`config.mk`:
```
export PLATFORM = sky130hd
export DESIGN_NAME = board_click_ctl
export DESIGN_NICKNAME = d
export VERILOG_FILES = /design/src/rtl/warships_pkg.sv /design/src/rtl/click_sync.sv /design/src/rtl/board_click_ctl.sv
export SDC_FILE = /design/constraint.sdc
export NUM_CORES = 1
export LEC_CHECK = 0
export BUFFER_PORTS_ARGS = -buffer_cell sky130_fd_sc_hd__buf_2
export CAP_MARGIN = 20
export CORE_AREA = 4 4 68 70
export CTS_CLUSTER_DIAMETER = 40
export CTS_CLUSTER_SIZE = 24
export DETAILED_ROUTE_END_ITERATION = 10
export DIE_AREA = 0 0 72 74
export PLACE_DENSITY = 0.8
export SLEW_MARGIN = 20
export SYNTH_ARGS = -nofsm -noshare
export SYNTH_HDL_FRONTEND = slang
export SYNTH_SLANG_ARGS = --single-unit
export TNS_END_PERCENT = 20
```
`constraint.sdc`:
```
create_clock -name clk -period 4.95 [get_ports clk]
set_input_delay 0.2475 -clock clk [delete_from_list [all_inputs] [get_ports clk]]
set_output_delay 0.2475 -clock clk [all_outputs]
set_load 0.02 [all_outputs]
```
`src/rtl/warships_pkg.sv`:
```
// warships_pkg
// Shared types for the board click controller:
//   cell_state_t - 2-bit state stored per grid cell
//   board_op_t   - per-board click operation (PLACE / SHOOT)
//   ctl_state_t  - controller FSM state; ST_CLEAR exists only when
//                  BOARD_CLEAR_EN is defined
//   next_cell()  - cell transition for a click; returns the input state
//                  unchanged when the click must not write
package warships_pkg;

  typedef enum logic [1:0] {
    CELL_EMPTY = 2'd0,
    CELL_SHIP  = 2'd1,
    CELL_MISS  = 2'd2,
    CELL_HIT   = 2'd3
  } cell_state_t;

  typedef enum logic {
    OP_PLACE = 1'b0,
    OP_SHOOT = 1'b1
  } board_op_t;

  typedef enum logic [2:0] {
    ST_IDLE   = 3'd0,
    ST_LOCATE = 3'd1,
    ST_READ   = 3'd2,
    ST_WAIT   = 3'd3,
    ST_WRITE  = 3'd4
`ifdef BOARD_CLEAR_EN
    ,
    ST_CLEAR  = 3'd5
`endif
  } ctl_state_t;

  // MISS and HIT are terminal: a click on them leaves the cell as is.
  function automatic cell_state_t next_cell(input board_op_t op, input cell_state_t cur);
    cell_state_t nxt;
    nxt = cur;
    case (cur)
      CELL_EMPTY: nxt = (op == OP_SHOOT) ? CELL_MISS : CELL_SHIP;
      CELL_SHIP:  nxt = (op == OP_SHOOT) ? CELL_HIT : CELL_EMPTY;
      default:    nxt = cur;
    endcase
    return nxt;
  endfunction

endpackage

```
`src/rtl/click_sync.sv`:
```
// click_sync
// Two-flop synchroniser for the asynchronous mouse button level plus a
// rising-edge detector on the synchronised level.
// Ports:
//   clk     - control clock
//   rst     - synchronous active-low reset (clears all flops)
//   async_i - raw button level, asynchronous to clk
//   rise_o  - one-cycle pulse on the rising edge of the synchronised level
module click_sync (
  input  logic clk,
  input  logic rst,
  input  logic async_i,
  output logic rise_o
);

  logic meta_q;
  logic sync_q;
  logic prev_q;

  always_ff @(posedge clk) begin
    if (!rst) begin
      meta_q <= 1'b0;
      sync_q <= 1'b0;
      prev_q <= 1'b0;
    end else begin
      meta_q <= async_i;
      sync_q <= meta_q;
      prev_q <= sync_q;
    end
  end

  assign rise_o = sync_q & ~prev_q;

endmodule

```
`src/rtl/board_click_ctl.sv`:
```
// board_click_ctl
// Turns mouse clicks on on-screen game boards into read-modify-write
// accesses of the clicked cell in that board's memory.
// Optional feature: define BOARD_CLEAR_EN to add the clear_req input and a
// CLEAR state that writes EMPTY to every cell of every board.
// Ports:
//   clk, rst                  - clock, synchronous active-low reset
//   mouse_x_pos, mouse_y_pos  - cursor position in pixels
//   mouse_left                - left button level (asynchronous)
//   board_enable, board_op    - per-board click enable / op (0 PLACE, 1 SHOOT)
//   clear_req                 - (BOARD_CLEAR_EN only) start a full clear
//   mem_sel, mem_addr         - target board and {cell_y, cell_x}
//   mem_rd_data               - cell state, one cycle after mem_addr
//   mem_wr_en, mem_wr_data    - write strobe and new cell state
//   busy                      - FSM not idle
//   result_valid              - pulse in the write cycle of a click action
//   result_hit/board/x/y      - info on the last completed action
module board_click_ctl
  import warships_pkg::*;
#(
  parameter int N_BOARDS     = 2,
  parameter int X_SIZE       = 12,
  parameter int Y_SIZE       = 12,
  parameter int X_ADDR_WIDTH = 4,
  parameter int Y_ADDR_WIDTH = 4,
  parameter int X_POS        = 100,
  parameter int Y_POS        = 200,
  parameter int X_STRIDE     = 438,
  parameter int CELL_SIZE    = 32,
  localparam int SEL_W       = (N_BOARDS > 1) ? $clog2(N_BOARDS) : 1
) (
  input  logic                                 clk,
  input  logic                                 rst,
  input  logic [11:0]                          mouse_x_pos,
  input  logic [11:0]                          mouse_y_pos,
  input  logic                                 mouse_left,
  input  logic [N_BOARDS-1:0]                  board_enable,
  input  logic [N_BOARDS-1:0]                  board_op,
`ifdef BOARD_CLEAR_EN
  input  logic                                 clear_req,
`endif
  output logic [SEL_W-1:0]                     mem_sel,
  output logic [Y_ADDR_WIDTH+X_ADDR_WIDTH-1:0] mem_addr,
  input  logic [1:0]                           mem_rd_data,
  output logic                                 mem_wr_en,
  output logic [1:0]                           mem_wr_data,
  output logic                                 busy,
  output logic                                 result_valid,
  output logic                                 result_hit,
  output logic [SEL_W-1:0]                     result_board,
  output logic [X_ADDR_WIDTH-1:0]              result_x,
  output logic [Y_ADDR_WIDTH-1:0]              result_y
);

  localparam int CELL_SHIFT = $clog2(CELL_SIZE);
  localparam int BOARD_W    = X_SIZE * CELL_SIZE;
  localparam int BOARD_H    = Y_SIZE * CELL_SIZE;
  localparam int AW         = Y_ADDR_WIDTH + X_ADDR_WIDTH;
  localparam int OXW        = X_ADDR_WIDTH + CELL_SHIFT;
  localparam int OYW        = Y_ADDR_WIDTH + CELL_SHIFT;

  ctl_state_t               state_q, state_d;
  logic                     click;
  logic [11:0]              x_q, y_q;
  board_op_t                op_q;
  logic [SEL_W-1:0]         sel_q;
  logic [AW-1:0]            addr_q;
  cell_state_t              wr_data_q;
  logic                     res_hit_q;
  logic [SEL_W-1:0]         res_board_q;
  logic [X_ADDR_WIDTH-1:0]  res_x_q;
  logic [Y_ADDR_WIDTH-1:0]  res_y_q;

  click_sync u_click_sync (
    .clk     (clk),
    .rst     (rst),
    .async_i (mouse_left),
    .rise_o  (click)
  );

  // ---------------- board / cell location ----------------
  // All comparisons in 32 bits so board extents past 4095 cannot wrap.
  logic [31:0]             x_ext, y_ext;
  logic                    y_in;
  logic [OYW-1:0]          off_y;
  logic [Y_ADDR_WIDTH-1:0] loc_cy;
  logic [N_BOARDS-1:0]     x_in;
  logic [X_ADDR_WIDTH-1:0] cx_arr [N_BOARDS];

  assign x_ext  = {20'd0, x_q};
  assign y_ext  = {20'd0, y_q};
  assign y_in   = (y_ext >= 32'(Y_POS)) && (y_ext < 32'(Y_POS + BOARD_H));
  assign off_y  = OYW'(y_ext - 32'(Y_POS));
  assign loc_cy = Y_ADDR_WIDTH'(off_y >> CELL_SHIFT);

  generate
    for (genvar gi = 0; gi < N_BOARDS; gi++) begin : g_board
      localparam int BX = X_POS + gi * X_STRIDE;
      logic [OXW-1:0] off_x;
      assign x_in[gi]   = (x_ext >= 32'(BX)) && (x_ext < 32'(BX + BOARD_W));
      assign off_x      = OXW'(x_ext - 32'(BX));
      assign cx_arr[gi] = X_ADDR_WIDTH'(off_x >> CELL_SHIFT);
    end
  endgenerate

  logic                    loc_hit;
  logic                    loc_en;
  board_op_t               loc_op;
  logic [SEL_W-1:0]        loc_b;
  logic [X_ADDR_WIDTH-1:0] loc_cx;

  // Boards do not overlap for sane parameters; lowest index wins otherwise.
  always_comb begin
    loc_hit = 1'b0;
    loc_en  = 1'b0;
    loc_op  = OP_PLACE;
    loc_b   = '0;
    loc_cx  = '0;
    for (int b = N_BOARDS - 1; b >= 0; b--) begin
      if (x_in[b] && y_in) begin
        loc_hit = 1'b1;
        loc_en  = board_enable[b];
        loc_op  = board_op_t'(board_op[b]);
        loc_b   = SEL_W'(b);
        loc_cx  = cx_arr[b];
      end
    end
  end

  // ---------------- cell update decision ----------------
  cell_state_t cur_cell, new_cell;
  logic        need_write;

  assign cur_cell   = cell_state_t'(mem_rd_data);
  assign new_cell   = next_cell(op_q, cur_cell);
  assign need_write = (new_cell != cur_cell);

`ifdef BOARD_CLEAR_EN
  logic [SEL_W-1:0]        clr_b_q;
  logic [Y_ADDR_WIDTH-1:0] clr_y_q;
  logic [X_ADDR_WIDTH-1:0] clr_x_q;
  logic                    clr_x_last, clr_y_last, clr_last;

  assign clr_x_last = (clr_x_q == X_ADDR_WIDTH'(X_SIZE - 1));
  assign clr_y_last = (clr_y_q == Y_ADDR_WIDTH'(Y_SIZE - 1));
  assign clr_last   = clr_x_last && clr_y_last && (clr_b_q == SEL_W'(N_BOARDS - 1));
`endif

  // ---------------- FSM next state and outputs ----------------
  always_comb begin
    state_d      = state_q;
    busy         = (state_q != ST_IDLE);
    mem_wr_en    = 1'b0;
    result_valid = 1'b0;
    mem_sel      = sel_q;
    mem_addr     = addr_q;
    mem_wr_data  = wr_data_q;
    case (state_q)
      ST_IDLE: begin
`ifdef BOARD_CLEAR_EN
        if (clear_req) begin
          state_d = ST_CLEAR;
        end else
`endif
        if (click) begin
          state_d = ST_LOCATE;
        end
      end
      ST_LOCATE: state_d = (loc_hit && loc_en) ? ST_READ : ST_IDLE;
      ST_READ:   state_d = ST_WAIT;
      ST_WAIT:   state_d = need_write ? ST_WRITE : ST_IDLE;
      ST_WRITE: begin
        mem_wr_en    = 1'b1;
        result_valid = 1'b1;
        state_d      = ST_IDLE;
      end
`ifdef BOARD_CLEAR_EN
      ST_CLEAR: begin
        mem_wr_en   = 1'b1;
        mem_sel     = clr_b_q;
        mem_addr    = {clr_y_q, clr_x_q};
        mem_wr_data = CELL_EMPTY;
        if (clr_last) begin
          state_d = ST_IDLE;
        end
      end
`endif
      default: state_d = ST_IDLE;
    endcase
  end

  // ---------------- registers ----------------
  always_ff @(posedge clk) begin
    if (!rst) begin
      state_q     <= ST_IDLE;
      x_q         <= '0;
      y_q         <= '0;
      op_q        <= OP_PLACE;
      sel_q       <= '0;
      addr_q      <= '0;
      wr_data_q   <= CELL_EMPTY;
      res_hit_q   <= 1'b0;
      res_board_q <= '0;
      res_x_q     <= '0;
      res_y_q     <= '0;
`ifdef BOARD_CLEAR_EN
      clr_b_q     <= '0;
      clr_y_q     <= '0;
      clr_x_q     <= '0;
`endif
    end else begin
      state_q <= state_d;
      case (state_q)
        ST_IDLE: begin
          // Tracking the cursor every idle cycle leaves the position of the
          // click cycle frozen once the FSM moves on.
          x_q <= mouse_x_pos;
          y_q <= mouse_y_pos;
`ifdef BOARD_CLEAR_EN
          clr_b_q <= '0;
          clr_y_q <= '0;
          clr_x_q <= '0;
`endif
        end
        ST_LOCATE: begin
          if (loc_hit && loc_en) begin
            sel_q  <= loc_b;
            addr_q <= {loc_cy, loc_cx};
            op_q   <= loc_op;
          end
        end
        ST_WAIT: begin
          if (need_write) begin
            wr_data_q   <= new_cell;
            res_hit_q   <= (op_q == OP_SHOOT) && (cur_cell == CELL_SHIP);
            res_board_q <= sel_q;
            res_x_q     <= addr_q[X_ADDR_WIDTH-1:0];
            res_y_q     <= addr_q[AW-1:X_ADDR_WIDTH];
          end
        end
`ifdef BOARD_CLEAR_EN
        ST_CLEAR: begin
          if (clr_x_last) begin
            clr_x_q <= '0;
            if (clr_y_last) begin
              clr_y_q <= '0;
              clr_b_q <= clr_b_q + 1'b1;
            end else begin
              clr_y_q <= clr_y_q + 1'b1;
            end
          end else begin
            clr_x_q <= clr_x_q + 1'b1;
          end
        end
`endif
        default: ;
      endcase
    end
  end

  assign result_hit   = res_hit_q;
  assign result_board = res_board_q;
  assign result_x     = res_x_q;
  assign result_y     = res_y_q;

endmodule

```
---- After elaboration in Yosys (flattened, before gate mapping) ----
Index checks and enable logic that the tools add are counted.
word-level totals
  register bits ........................... 52
  input bits .............................. 33
  output and inout port bits .............. 24
  logic and storage cells ................. 61
cells by class
  add/sub/neg operators ................... 3
  order comparisons ....................... 6
  equal/unequal tests ..................... 7
  muxes and demuxes ....................... 17
  bitwise logic cells ..................... 2
  reductions and logical operators ........ 12
operators with widths
  operator              count
  $lt 12x10->1 const B  2
  $ge 12x10->1 const B  1
  $ge 12x7->1 const B   1
  $ge 12x8->1 const B   1
  $lt 12x9->1 const B   1
  $pmux 3 s4            1
  $sub 9x5->9 const B   1
  $sub 9x7->9 const B   1
  $sub 9x8->9 const B   1
  $mux 1                8
  $mux 4                2
  $logic_and 1x1->1     7
  $eq 3x2->1 const B    2
  $mux 2                3
  $mux 3                2
  $pmux 2 s2            1
  $reduce_and 2->1      2
  $eq 3x1->1 const B    1
  $eq 3x3->1 const B    1
  $logic_not 3->1       1
  $reduce_bool 3->1     1
  $eq 2x1->1 const B    1
  $logic_not 2->1       1
  $ne 2x2->1            1
  3 further kinds       3

---- Logic depth before layout (Yosys ltp) ----
  depth after elaboration ................. 8
  depth in mapped cells ................... 8
  depth with buffers taken out ............ 6

---- Hierarchy ----
Synthesis repeated with hierarchy kept, for this count alone.
second synthesis, totals
  cell total of the unflattened synthesis .. 271
  area, all modules ....................... 2,163.3 um^2
by module, submodules not included
  module           instances  cells each  area each (um^2)  sequential area each (um^2)
  board_click_ctl  1          264         2,070.7           920.9
  click_sync       1          7           92.6              60.1

---- Worst setup path before layout ----
No wires, ideal clock.
  kind .................................... register to register
  from .................................... reg x_q[2]
  to ...................................... reg addr_q[3] (netlist: mem_addr[3])
  setup time .............................. 0.070 ns
  arrival ................................. 2.147 ns
  required time ........................... 4.880 ns
  path slack .............................. 2.733 ns
  stages on the path, launching flop included .. 8
  buffers on the path ..................... 1
  clock period less this slack ............ 2.217 ns
  cells stage by stage .................... dfxtp_1 -> or3_4 -> a221oi_4 -> nand2_2 -> a2111oi_4 -> buf_6 -> o2111ai_1 -> a21oi_1
on the way
  cells in the longest elaborated chain, start to end .. 7
  elaborated cells between the ends (all ways) .. 18
  classes of those cells .................. 2 x add/sub; 4 x order compare; 6 x mux; 6 x reduce/logical
RTL lines
  element                                       line                    RTL
  start: declaration                            board_click_ctl.sv:64   logic [11:0] x_q, y_q;
  start signal: assignment                      board_click_ctl.sv:217  x_q <= mouse_x_pos;
  $ge 12x10->1 or $lt 12x10->1 (tied branches)  board_click_ctl.sv:100  assign x_in[gi] = (x_ext >= 32'(BX)) && (x_ext < 32'(BX + BOARD_W));
  $logic_and 1x1->1                             board_click_ctl.sv:100
  $logic_and 1x1->1                             board_click_ctl.sv:120  if (x_in[b] && y_in) begin
  $mux 1 (2 in a row)                           board_click_ctl.sv:120
  $logic_and 1x1->1                             board_click_ctl.sv:226  if (loc_hit && loc_en) begin
  $reduce_and 2->1 (no source line)             n/a
  end signal: assignment                        board_click_ctl.sv:228  addr_q <= {loc_cy, loc_cx};
  end: declaration                              board_click_ctl.sv:67   logic [AW-1:0] addr_q;
Parallel ways exist; a longest one is shown, timed or not.
A chain may end at the register's enable or synchronous reset.

---- Final worst setup path ----
  from .................................... reg x_q[2]
  to ...................................... reg addr_q[5] (netlist: mem_addr[5])
on the way
  cells in the longest elaborated chain, start to end .. 7
  elaborated cells between the ends (all ways) .. 14
  classes of those cells .................. 4 x order compare; 4 x mux; 6 x reduce/logical
RTL lines
  element                                       line
  $ge 12x10->1 or $lt 12x10->1 (tied branches)  board_click_ctl.sv:100
  $logic_and 1x1->1                             board_click_ctl.sv:100
  $logic_and 1x1->1                             board_click_ctl.sv:120
  $mux 1 (2 in a row)                           board_click_ctl.sv:120
  $logic_and 1x1->1 *                           board_click_ctl.sv:226
  $reduce_and 2->1 (no source line) *           n/a
Mark *: on every way between the ends. The rest lies on a longest branch, timed or not.

==> summary.md <==
| Metric | Value |
|---|---|
| Status | finished clean |
| Synth Area per Inst | 8.13 µm² |
| Post-placement cell area | 2400 µm² |
| Initial antenna violation count | 0 |
| Fin worst setup slack | 2.27 ns |
| DIE AREA | 5330 µm² |
| CTS tree | yes |
| Mapped Area | 2120 µm² |
| Die height | 74 µm |
| GPL Wtd Cong | 0.800 |
| Min Tclk post-route | 2.68 ns |
| RSZ-0062 raised after global routing | no |
| Reg2reg start | x_q[2]$_SDFFE_PN0P_ |
| Post-synth cell types | 49 |
| CP arrival | 2.85 ns |
| Multi-input logic area | 1050 µm² |
| Placed cell count | 350 |
| Core Util, Final | 0.633 |
| Rel. slew slack | 0.479 |
| Via count | 1945 |
| DP HPWL | 3260 µm |
| Main synth FF type | dfxtp_1 |
| CP max FO | 11 |
| Core area | 3970 µm² |
| Critical Path Sink | mem_addr[5]$_SDFFE_PN0P_ |
| Worst-skew pair later-pin latency | 0.30 ns |
| Synthesis Warnings | 0 |
| Via count of the first global-routing pass | 1753 |
| I/O Pins | 57 |
| Final hold slack | 0.164 ns |
| Initial Utilization | 0.534 |
| Setup violators final | 0 |
| Critical Path Source Type | flop |
| Largest net degree at the start of global routing | 44 |
| Root Driver | clkbuf_8 |
| Crit path launch | x_q[2]$_SDFFE_PN0P_ |
| Hold-fix buffers, CTS | 0 |
| Worst setup EP type | flop |
| Cells after Synth | 261 |
| All-Layer GR Usage | 0.181 |
| Layout cell share with drive strength beyond 1 | 0.244 |
| Dpl ws | 2.06 ns |
| Vias per cell | 5.43 |
| Pre-antenna DRT Iters | 4 |
| Filler Cells Inserted | 371 |
| Clock-pin slew on the worst setup and hold paths | 0.09 ns |
| Worst R2R Path Depth | 7 |
| Layout overhead on the synthesized area | 18.4% |
| F_max | 0.373 GHz |
| Wirelength, routed | 4600 µm |
| Fin. Hold Viols | 0 |
| CTS sink count | 49 |
| Num CTS Buffers | 5 |
| Most frequent cells in the layout | nand2_1, buf_2, dfxtp_1 |
| Drt drc | 0 |
| VDD IR-drop max | 0.194 mV |
| Fin nets | 341 |
| PD cells | 303 nW/µm² |
| Post-DR wirelength/cell | 12.8 µm |
| # port buffers | 53 |
| CP Class | flop to flop |
| # diodes | 0 |
| Leakage power | 1.07 nW |
| Max-cap violation count | 0 |
| Worst Hold Class | input port to flop |
| Worst Tran Pin Value | 0.769 ns |
| Post-CTS sizing | 0 |
| Post-synth EDFFs | 0 |
| Commonest non-fill, non-tap cell in the layout | nand2_1 |
| Die W | 72 µm |
| Final period util | 0.541 |
| Row Count | 23 |
| Reg area | 981 µm² |
| Tot Pwr | 0.761 mW |
| Reg2reg setup slack | 2.27 ns |
| Synthesis-stage register bit count | 49 |
| Post-CTS Setup Inserts | 0 |
| Worst EP required | 5.12 ns |
| Worst R2R End | mem_addr[5]$_SDFFE_PN0P_ |
| H-tree depth | 2 |
| Design area | 2510 µm² |
| Sequential area share after synthesis | 0.462 |
| First-pass GRT wire length | 7720 µm |
| Pins Over Slew Limit | 0 |
| Mapped Nets | 294 |
| Clock Skews | 0.00851 ns |
| Congestion Overflow GR | 0 |
| Clk buf depth | 2 |
| Post-synthesis async set-or-reset flop share | 0 |
| Non-Filler Instances | 358 |
| DR iter-0 viols | 140 |
| Final TNS setup | 0 ns |
| Post-route ant nets | 0 |
[how the worst min path moves through the flow]
| stage | from | to | slack (ns) | depth (start not counted) |
|---|---|---|---|---|
| final | mouse_left | u_click_sync.meta_q$_SDFF_PN0_ | 0.16 | 2 |
| after CTS | mouse_left | u_click_sync.meta_q$_SDFF_PN0_ | 0.16 | 2 |
| after detailed placement | u_click_sync.meta_q$_SDFF_PN0_ | u_click_sync.sync_q$_SDFF_PN0_ | 0.43 | 1 |
| after global placement | u_click_sync.meta_q$_SDFF_PN0_ | u_click_sync.sync_q$_SDFF_PN0_ | 0.43 | 1 |
| after floorplan | mouse_left | u_click_sync.meta_q$_SDFF_PN0_ | 0.37 | 1 |
| after global routing | mouse_y_pos[10] | y_q[10]$_SDFFE_PN0P_ | 0.17 | 3 |
[where the power goes]
| group | switching, mW | internal (mW) | total, mW |
|---|---|---|---|
| Sequential | 0.0134 | 0.406 | 0.419 |
| Combinational | 0.0388 | 0.0307 | 0.0694 |
| Clock | 0.126 | 0.147 | 0.272 |
[cell type report]
cell class,instances,area share
repair buffers,56,0.116
multi-input cells,190,0.418
well taps,50,0.0249
flip-flops and latches,49,0.390
clock buffers,5,0.0274
inverters,6,0.00896
clock inverters,2,0.0139
[cells in the mapped netlist, types with 2 or more instances]
library cell,n,area share
dfxtp_1,49,0.46
a21oi_1,42,0.099
xnor2_1,3,0.012
nand2_1,74,0.13
o211a_1,3,0.014
nand2b_1,4,0.012
nor2_1,11,0.019
inv_2,2,0.0035
o221ai_1,2,0.0083
o21ai_0,6,0.014
o2111ai_1,2,0.0083
a211oi_2,2,0.012
inv_1,4,0.0071
nor3_1,5,0.012
clkbuf_1,12,0.021
nor3b_1,2,0.0071
and2_1,3,0.0088
mux2i_1,2,0.0094
nand3_1,2,0.0047
o32ai_1,2,0.0083
[state kept, by name (all words and copies together) (netlist names)]
signal and cells:
u_click_sync.sync_q 1, result_x 4, u_click_sync.prev_q 1, y_q 9
x_q 12, op_q 1, result_y 4, mem_addr 8
mem_wr_data 2, result_hit 1, result_board 1, u_click_sync.meta_q 1
mem_sel 1, state_q 3
[cell families (layout without fill, tap and decap cells)]
logic type,Yosys count,in the layout,synth area share
and+or+nand+nor,110,110,0.228
AOI/OAI and AO/OA,74,74,0.239
DFF,49,49,0.462
buffers and inverters,22,69,0.0448
xor gates and xnor gates,4,4,0.0165
muxes,2,2,0.00943
[critical path: stages, from the launching register on]
cell and delay (ns):
dfxtp_1 0.36, o211a_1 0.26, nor3_1 0.46, o221ai_1 0.30, a2111oi_4 0.70, buf_6 0.23, mux2i_1 0.18, nor2_1 0.05
[layer usage]
metal / share of wire / GRT usage / vias up
met2: 0.45 / 0.283 / 59
met4: 0.013 / 0.0626 / 0
met5: 0 / 0 / -
met3: 0.074 / 0.0541 / 7
met1: 0.46 / 0.241 / 881
li1: - / - / 998
(Power assumes the default switching activity.)
